**config.mk**
```make
export PLATFORM = sky130hd
export DESIGN_NAME = calculus_requant_stage_flat
export DESIGN_NICKNAME = d
export VERILOG_FILES = /design/src/rtl/calculus_requant_stage_if.sv /design/src/rtl/calculus_requant_stage.sv /design/src/flat_wrapper.sv
export SDC_FILE = /design/constraint.sdc
export NUM_CORES = 1
export LEC_CHECK = 0
export ABC_AREA = 1
export BUFFER_PORTS_ARGS = -buffer_cell sky130_fd_sc_hd__buf_2
export CAP_MARGIN = 20
export CORE_MARGIN = 2
export CORE_UTILIZATION = 25
export CTS_BUF_LIST = sky130_fd_sc_hd__clkbuf_16
export DETAILED_ROUTE_END_ITERATION = 16
export HOLD_SLACK_MARGIN = 0.15
export PLACE_DENSITY_LB_ADDON = 0.25
export SYNTH_ARGS = -nofsm -noshare
export SYNTH_HDL_FRONTEND = slang
export SYNTH_SLANG_ARGS = --single-unit
export TNS_END_PERCENT = 1
```
**constraint.sdc**
```tcl
create_clock -name clk -period 6.03 [get_ports clk]
set_clock_uncertainty 0.2 [all_clocks]
set_input_delay 0.603 -clock clk [delete_from_list [all_inputs] [get_ports clk]]
set_output_delay 0.603 -clock clk [all_outputs]
set_load 0.05 [all_outputs]
```
**src/rtl/calculus_requant_stage_if.sv**
```systemverilog
`timescale 1ns/1ps
`default_nettype none
// ============================================================================
// Module   : calculus_requant_stage_if
// Purpose  : Stream bundle for the requantization stage. It carries the
//            input beat (data, function code, per-beat format fields), the
//            output beat (data, saturation flag) and both handshakes.
//            The master drives the input beat and out_ready. The slave (the
//            stage) drives in_ready and the output beat.
// Revision : 1.0 - initial release
// ============================================================================
interface calculus_requant_stage_if #(
  parameter int BIT_WIDTH     = 32,
  parameter int FUNCTION_BITS = 4
);

  // Input side handshake and beat payload
  logic                     in_valid;
  logic                     in_ready;
  logic [BIT_WIDTH-1:0]     in_data;
  logic [FUNCTION_BITS-1:0] in_fn;
  logic [7:0]               src_integer_bits;
  logic [7:0]               dest_integer_bits;

  // Output side handshake and beat payload
  logic                     out_valid;
  logic                     out_ready;
  logic [BIT_WIDTH-1:0]     out_data;
  logic                     out_sat;

  // Producer of calculus results and consumer of requantized results
  modport master (
    output in_valid, in_data, in_fn, src_integer_bits, dest_integer_bits,
    output out_ready,
    input  in_ready, out_valid, out_data, out_sat
  );

  // The requantization stage itself
  modport slave (
    input  in_valid, in_data, in_fn, src_integer_bits, dest_integer_bits,
    input  out_ready,
    output in_ready, out_valid, out_data, out_sat
  );

endinterface
`default_nettype wire

```
**src/rtl/calculus_requant_stage.sv**
```systemverilog
`timescale 1ns/1ps
`default_nettype none
// ============================================================================
// Module   : calculus_requant_stage
// Purpose  : Downstream stage of the SIMD calculus unit. Each result is
//            re-scaled from its source fixed-point format to the destination
//            fixed-point format by shifting, with saturation on left-shift
//            overflow. The stage is a 2-deep valid/ready pipeline, so
//            writeback backpressure never drops a beat. A sticky saturation
//            event counter is provided for status readout.
// Options  : CALC_REQUANT_ROUND_EN - when defined, right shifts round half
//            toward +inf instead of truncating. Latency and handshake do not
//            change.
// Revision : 1.0 - initial release
// ============================================================================
module calculus_requant_stage #(
  parameter int BIT_WIDTH     = 32,
  parameter int FUNCTION_BITS = 4,
  parameter int SAT_CNT_BITS  = 16
) (
  input  logic                    clk,
  input  logic                    reset,      // asynchronous, active low
  calculus_requant_stage_if.slave bus,
  input  logic                    clear_sat,
  output logic [SAT_CNT_BITS-1:0] sat_count
);

  // Signed shift width. It holds +/-(BIT_WIDTH-1) and also the clamped
  // integer-bit counts (up to BIT_WIDTH) as positive signed values.
  localparam int SW = $clog2(BIT_WIDTH) + 2;

  // Function code whose result is a pure integer (the sign function)
  localparam logic [FUNCTION_BITS-1:0] FN_SIGN = FUNCTION_BITS'(3);

  localparam logic [BIT_WIDTH-1:0] SAT_POS = {1'b0, {(BIT_WIDTH-1){1'b1}}};
  localparam logic [BIT_WIDTH-1:0] SAT_NEG = {1'b1, {(BIT_WIDTH-1){1'b0}}};

  // Limit an integer-bit field to the legal range [1, BIT_WIDTH]
  function automatic logic [SW-1:0] clamp_ib(input logic [7:0] v);
    if (v == 8'd0) begin
      return SW'(1);
    end
    if (int'(v) > BIT_WIDTH) begin
      return SW'(BIT_WIDTH);
    end
    return SW'(v);
  endfunction

  // --------------------------------------------------------------------------
  // State
  // --------------------------------------------------------------------------
  logic                     s1_valid_q, s1_valid_d;
  logic [BIT_WIDTH-1:0]     s1_data_q,  s1_data_d;
  logic [FUNCTION_BITS-1:0] s1_fn_q,    s1_fn_d;
  logic [7:0]               s1_src_q,   s1_src_d;
  logic [7:0]               s1_dest_q,  s1_dest_d;

  logic                     out_valid_q, out_valid_d;
  logic [BIT_WIDTH-1:0]     out_data_q,  out_data_d;
  logic                     out_sat_q,   out_sat_d;

  logic [SAT_CNT_BITS-1:0]  sat_count_q, sat_count_d;

  // --------------------------------------------------------------------------
  // Handshake
  // --------------------------------------------------------------------------
  logic s2_adv;
  logic in_ready;
  logic out_xfer;

  // Output register may load when it is empty or being drained this cycle
  assign s2_adv   = !out_valid_q || bus.out_ready;
  // Stage 1 may accept when empty or when its beat moves on this cycle
  assign in_ready = !s1_valid_q || s2_adv;
  assign out_xfer = out_valid_q && bus.out_ready;

  assign bus.in_ready  = in_ready;
  assign bus.out_valid = out_valid_q;
  assign bus.out_data  = out_data_q;
  assign bus.out_sat   = out_sat_q;
  assign sat_count     = sat_count_q;

  // --------------------------------------------------------------------------
  // Shift amount derived from the registered per-beat format fields
  // --------------------------------------------------------------------------
  logic        [SW-1:0] src_ib;
  logic        [SW-1:0] dest_ib;
  logic signed [SW-1:0] shift;
  logic        [SW-1:0] shift_mag;

  // Sign results carry no fraction, so their source format is all integer
  assign src_ib    = (s1_fn_q == FN_SIGN) ? SW'(BIT_WIDTH) : clamp_ib(s1_src_q);
  assign dest_ib   = clamp_ib(s1_dest_q);
  assign shift     = $signed(dest_ib) - $signed(src_ib);
  assign shift_mag = shift[SW-1] ? $unsigned(-shift) : $unsigned(shift);

  // --------------------------------------------------------------------------
  // Shift datapath
  // --------------------------------------------------------------------------
  logic signed [BIT_WIDTH-1:0] operand;
  logic signed [BIT_WIDTH-1:0] right_res;
  logic signed [BIT_WIDTH-1:0] left_res;
  logic signed [BIT_WIDTH-1:0] left_back;
  logic                        left_ovf;

  assign operand = $signed(s1_data_q);

  // A left shift overflowed exactly when shifting back does not restore the
  // operand, i.e. the top k+1 bits were not all copies of the sign bit.
  assign left_res  = operand <<< shift_mag;
  assign left_back = left_res >>> shift_mag;
  assign left_ovf  = (left_back != operand);

`ifdef CALC_REQUANT_ROUND_EN
  // Add half an output LSB before flooring. One extra bit of headroom keeps
  // the sum from wrapping, and the shifted result always fits again.
  logic signed [BIT_WIDTH:0] round_sum;
  assign round_sum = $signed({operand[BIT_WIDTH-1], operand})
                   + $signed((BIT_WIDTH+1)'(1) << (shift_mag - SW'(1)));
  assign right_res = BIT_WIDTH'(round_sum >>> shift_mag);
`else
  // Plain arithmetic shift floors toward -inf
  assign right_res = operand >>> shift_mag;
`endif

  logic [BIT_WIDTH-1:0] s2_data;
  logic                 s2_sat;

  // Select pass-through, right shift, left shift or saturated value
  always_comb begin
    s2_data = operand;
    s2_sat  = 1'b0;
    if (shift == '0) begin
      s2_data = operand;
    end else if (!shift[SW-1]) begin
      s2_data = right_res;
    end else if (left_ovf) begin
      s2_data = operand[BIT_WIDTH-1] ? SAT_NEG : SAT_POS;
      s2_sat  = 1'b1;
    end else begin
      s2_data = left_res;
    end
  end

  // --------------------------------------------------------------------------
  // Next-state logic
  // --------------------------------------------------------------------------

  // Stage 1 captures the raw beat whenever it can accept
  always_comb begin
    s1_valid_d = s1_valid_q;
    s1_data_d  = s1_data_q;
    s1_fn_d    = s1_fn_q;
    s1_src_d   = s1_src_q;
    s1_dest_d  = s1_dest_q;
    if (in_ready) begin
      s1_valid_d = bus.in_valid;
      if (bus.in_valid) begin
        s1_data_d = bus.in_data;
        s1_fn_d   = bus.in_fn;
        s1_src_d  = bus.src_integer_bits;
        s1_dest_d = bus.dest_integer_bits;
      end
    end
  end

  // Output register loads the requantized beat; it holds while stalled
  always_comb begin
    out_valid_d = out_valid_q;
    out_data_d  = out_data_q;
    out_sat_d   = out_sat_q;
    if (s2_adv) begin
      out_valid_d = s1_valid_q;
      if (s1_valid_q) begin
        out_data_d = s2_data;
        out_sat_d  = s2_sat;
      end
    end
  end

  // Saturation counter: counts delivered saturated beats, sticks at max,
  // and a clear request overrides a coincident increment
  always_comb begin
    sat_count_d = sat_count_q;
    if (clear_sat) begin
      sat_count_d = '0;
    end else if (out_xfer && out_sat_q && (sat_count_q != '1)) begin
      sat_count_d = sat_count_q + SAT_CNT_BITS'(1);
    end
  end

  // --------------------------------------------------------------------------
  // Registers
  // --------------------------------------------------------------------------

  // Stage 1 register; reset discards any in-flight beat
  always_ff @(posedge clk or negedge reset) begin
    if (!reset) begin
      s1_valid_q <= 1'b0;
      s1_data_q  <= '0;
      s1_fn_q    <= '0;
      s1_src_q   <= '0;
      s1_dest_q  <= '0;
    end else begin
      s1_valid_q <= s1_valid_d;
      s1_data_q  <= s1_data_d;
      s1_fn_q    <= s1_fn_d;
      s1_src_q   <= s1_src_d;
      s1_dest_q  <= s1_dest_d;
    end
  end

  // Output register and saturation counter
  always_ff @(posedge clk or negedge reset) begin
    if (!reset) begin
      out_valid_q <= 1'b0;
      out_data_q  <= '0;
      out_sat_q   <= 1'b0;
      sat_count_q <= '0;
    end else begin
      out_valid_q <= out_valid_d;
      out_data_q  <= out_data_d;
      out_sat_q   <= out_sat_d;
      sat_count_q <= sat_count_d;
    end
  end

endmodule
`default_nettype wire

```
**src/flat_wrapper.sv**
```systemverilog
// flat-port wrapper written by rule: the top's interface ports become plain ports
module calculus_requant_stage_flat 
#(
  parameter int BIT_WIDTH     = 32,
  parameter int FUNCTION_BITS = 4,
  parameter int SAT_CNT_BITS  = 16
)
  (clk, reset, clear_sat, sat_count, bus_in_valid, bus_in_data, bus_in_fn, bus_src_integer_bits, bus_dest_integer_bits, bus_out_ready, bus_in_ready, bus_out_valid, bus_out_data, bus_out_sat);
  calculus_requant_stage_if #(.BIT_WIDTH(BIT_WIDTH), .FUNCTION_BITS(FUNCTION_BITS)) bus_i ();
  input  logic clk;
  input  logic reset;
  input  logic clear_sat;
  output logic [SAT_CNT_BITS-1:0] sat_count;
  input wire logic [$bits(bus_i.in_valid)-1:0] bus_in_valid;
  input wire logic [$bits(bus_i.in_data)-1:0] bus_in_data;
  input wire logic [$bits(bus_i.in_fn)-1:0] bus_in_fn;
  input wire logic [$bits(bus_i.src_integer_bits)-1:0] bus_src_integer_bits;
  input wire logic [$bits(bus_i.dest_integer_bits)-1:0] bus_dest_integer_bits;
  input wire logic [$bits(bus_i.out_ready)-1:0] bus_out_ready;
  output wire logic [$bits(bus_i.in_ready)-1:0] bus_in_ready;
  output wire logic [$bits(bus_i.out_valid)-1:0] bus_out_valid;
  output wire logic [$bits(bus_i.out_data)-1:0] bus_out_data;
  output wire logic [$bits(bus_i.out_sat)-1:0] bus_out_sat;
  assign bus_i.in_valid = bus_in_valid;
  assign bus_i.in_data = bus_in_data;
  assign bus_i.in_fn = bus_in_fn;
  assign bus_i.src_integer_bits = bus_src_integer_bits;
  assign bus_i.dest_integer_bits = bus_dest_integer_bits;
  assign bus_i.out_ready = bus_out_ready;
  assign bus_in_ready = bus_i.in_ready;
  assign bus_out_valid = bus_i.out_valid;
  assign bus_out_data = bus_i.out_data;
  assign bus_out_sat = bus_i.out_sat;
  calculus_requant_stage #(.BIT_WIDTH(BIT_WIDTH), .FUNCTION_BITS(FUNCTION_BITS), .SAT_CNT_BITS(SAT_CNT_BITS)) u_core (.clk(clk), .reset(reset), .bus(bus_i), .clear_sat(clear_sat), .sat_count(sat_count));
endmodule
```
==> implementation parameters <==
Parameter                              Value

Outcome
  Status ... finished, violations left
  Failing checks ... negative setup slack

Synthesis
  Share of Yosys cell area claimed by the top area cell type ... 0.233
  Simple-gate share of the synthesized area ... 0.487
  Seq cells post-synth ... 103
  Compound-cell area share of the yosys netlist ... 0.143
  Proportion of synthesized chip area in sequential cells ... 0.233
  Synth unique cells ... 50
  Xor and xnor fraction of the mapped netlist area ... 0.00487
  Top area cells in the synthesized netlist ... dfrtp_1 (23%), nand2_1 (21%), nand3_1 (19%), a21oi_1 (5.1%), o21ai_0 (5.0%)
  Cell accounting for the most synthesized area ... dfrtp_1
  Portion of netlist area occupied by mux cells ... 0.0247
  Synthesized netlist cell count ... 1916
  Total of warnings raised by yosys ... 0
  Leading register cell type out of synthesis ... dfrtp_1
  Post-Syn Area ... 11000 sq um
  Share of flip-flops with an asynchronous set or reset ... 1.00
  Main combinational cell family by area after synthesis ... simple AND/OR/NAND/NOR gates
  Mean post-synth cell area ... 5.76 sq um
  Net count after synthesis ... 1982
  Adder-Cell Fraction of Synth Area ... 0.0109
  Count of flip-flops with a built-in enable after synthesis ... 0

Clocking
  Total clock buffers created by CTS ... 9
  Number of buffers on the longest clock path ... 2
  TritonCTS clock tree ... built
  Clock slew seen by the registers of the worst setup and hold paths ... 80 ps
  Cts hold-fix bufs ... 0
  CTS H-Tree Depth ... 3
  Later-pin clock latency in the skew report ... 370 ps
  Num Clock Sinks ... 103
  Clock root buffer ... clkbuf_16

Min path
  Type of the worst min-delay path ... in2async

Floorplanning
  Core Rows ... 77
  Die outline area ... 45900 sq um
  Starting Density ... 0.251
  Die width ... 214 microns
  Number of top-level design ports ... 108
  Vert. Die Dim ... 214 microns
  Core area ... 43900 sq um

Critical path
  Maximum single-stage delay on the critical path ... 460 ps
  Critical-path maximum fanout ... 13
  First element of the critical path ... u_core.s1_src_q[1]$_DFFE_PN0P_
  Most used cell, CP ... nand2_1
  Critical Path Start Type ... flip-flop
  R2r setup slk ... -70 ps
  Endpoint kind of the worst setup timing path ... flip-flop
  Worst r2r src ... u_core.s1_src_q[1]$_DFFE_PN0P_
  CP max stage cell ... fa_1
  Data arrival at the endpoint of the critical path ... 6140 ps
  Worst setup path class ... reg2reg
  Worst path required time ... 6070 ps

Detailed routing
  DRC viols ... 0
  Overall routed net length ... 54000 microns
  Vias per cell ... 5.36
  Starting DRT DRC Count ... 1624
  Antenna Violating Nets Remaining ... 0
  Detailed-routing iteration count for the pre-antenna-repair pass ... 5
  Overall via count from detail_route ... 14000
  Drt wl/cell ... 20.6 microns

Layout
  Most common cell after layout, fill and taps aside ... nand2_1
  Area Growth Syn to Fin ... 24.0%
  Count of nets after finishing ... 2092
  Final cell utilization of the core ... 0.312
  Layout cell share with drive strength beyond 1 ... 0.205
  Commonest non-fill, non-tap cells in the layout ... nand2_1 (590), nand3_1 (360), nor2_1 (128)
  Design Area, Final ... 13700 sq um

Place
  Dpl ws ... -468 ps
  Area of placed instances ... 12700 sq um
  Final Wtd Congestion ... 1.02
  Final HPWL from detailed placement ... 42000 microns
  Count of input and output buffers ... 107

Global routing
  Number of global-route vias before repair ... 13300
  Wire length of the first global-routing pass ... 81600 microns
  Antenna violations before repair ... 1
  Maximum number of pins on one net before global-route repair ... 88
  Aggregate global-route resource usage ... 0.230
  Remaining Overflow, GRT ... 0

Timing
  Final hold violations ... 0
  Period Utilization, post-route ... 1.01
  Tmin final ... 6100 ps
  Worst-case headroom to the max-slew limit ... 0.394
  Transition time at the pin with the least slew margin ... 909 ps
  Max Transition Viols Final ... 0
  Number of endpoints failing setup at the final stage ... 17
  Worst path setup slack after routing ... -70.7 ps
  RSZ-0062 raised after global routing ... yes
  Maximum frequency from static timing analysis ... 0.164 GHz

Run
  Number of violations of the max-capacitance limit ... 0
## per-stage QoR
| stage | cells | hold WS, ps | setup TNS, ps |
|---|---|---|---|
| floorplan | 1916 | 107 | 0 |
| global placement | 2594 | 287 | -11500 |
| detailed placement | 2594 | 285 | -11650 |
| CTS | 2620 | 179 | -102 |
| global route | 2621 | 204 | -13590 |
| finish | 2622 | 133 | -362 |
## cell usage after synthesis (18+ instances only)
cell	count
nand2_1	610
nand3_1	423
nor2_1	131
a21oi_1	113
inv_1	112
o21ai_0	110
dfrtp_1	103
clkbuf_1	49
buf_2	38
buf_1	28
o21ai_1	20
mux2_2	18
## flip-flops by register name, indices dropped and copies added (netlist names)
name,flops
u_core.bus.out_valid,1
u_core.sat_count,16
u_core.s1_fn_q,4
u_core.bus.out_sat,1
u_core.s1_dest_q,8
u_core.bus.out_data,32
u_core.s1_src_q,8
u_core.operand,32
u_core.s1_valid_q,1
## layer usage
| layer | part of all wire | vias up | wire length [microns] | track usage |
|---|---|---|---|---|
| met5 | 0 | - | 0 | 0 |
| met2 | 0.42 | 668 | 22900 | 0.349 |
| met1 | 0.45 | 6640 | 24000 | 0.319 |
| li1 | - | 6618 | - | - |
| met3 | 0.076 | 120 | 4130 | 0.0329 |
| met4 | 0.054 | 0 | 2890 | 0.113 |
## worst max-delay path, delay by kind of cell, from the launching register on
family                     cells  cell delay (ps)
xor gates and xnor gates       1              180
DFF                            1              400
adders and majority gates      2              620
buffers and inverters          8              980
and+or+nand+nor               24             2840
AOI/OAI and AO/OA              4              750
## logic make-up after synthesis
kind of cell / after synthesis
and+or+nand+nor: 1231
xor gates and xnor gates: 4
adders and majority gates: 9
DFF: 103
muxes: 25
buffers and inverters: 253
AOI/OAI and AO/OA: 291
## path summary, 6_finish.rpt
| kind | to | cells past startpoint |
|---|---|---|
| min in group clk | u_core.s1_dest_q[6]$_DFFE_PN0P_ | 2 |
| setup / recovery | u_core.bus.out_data[23]$_DFFE_PN0P_ | 39 |
| hold reg to reg | u_core.bus.out_data[10]$_DFFE_PN0P_ | 2 |
| hold / removal | u_core.sat_count[7]$_DFFE_PN0P_ | 1 |
| setup reg to reg | u_core.bus.out_data[23]$_DFFE_PN0P_ | 39 |
| max in group asynchronous | u_core.operand[2]$_DFFE_PN0P_ | 2 |
## what timing repair did
action / CTS / global route
setup buffers: 9 / 1
endpoints found under the setup margin: 32 / 32
pin swaps: 5 / 14
cloned: 3 / 0
resized for setup: 54 / 73
## cell type report
cell class                 count  area [sq um]
fill                        5012         30200
tap                          592           741
timing repair buffer         222          1630
clock buffer                   9           225
multi-input combinational   1561          8000
inverter                     129           489
sequential                   103          2580
clock inverter                 5          36.3
antenna                        1          2.50
Power is not shown: default switching activity piles up to over one toggle a cycle in this logic, so the estimate is an artifact.
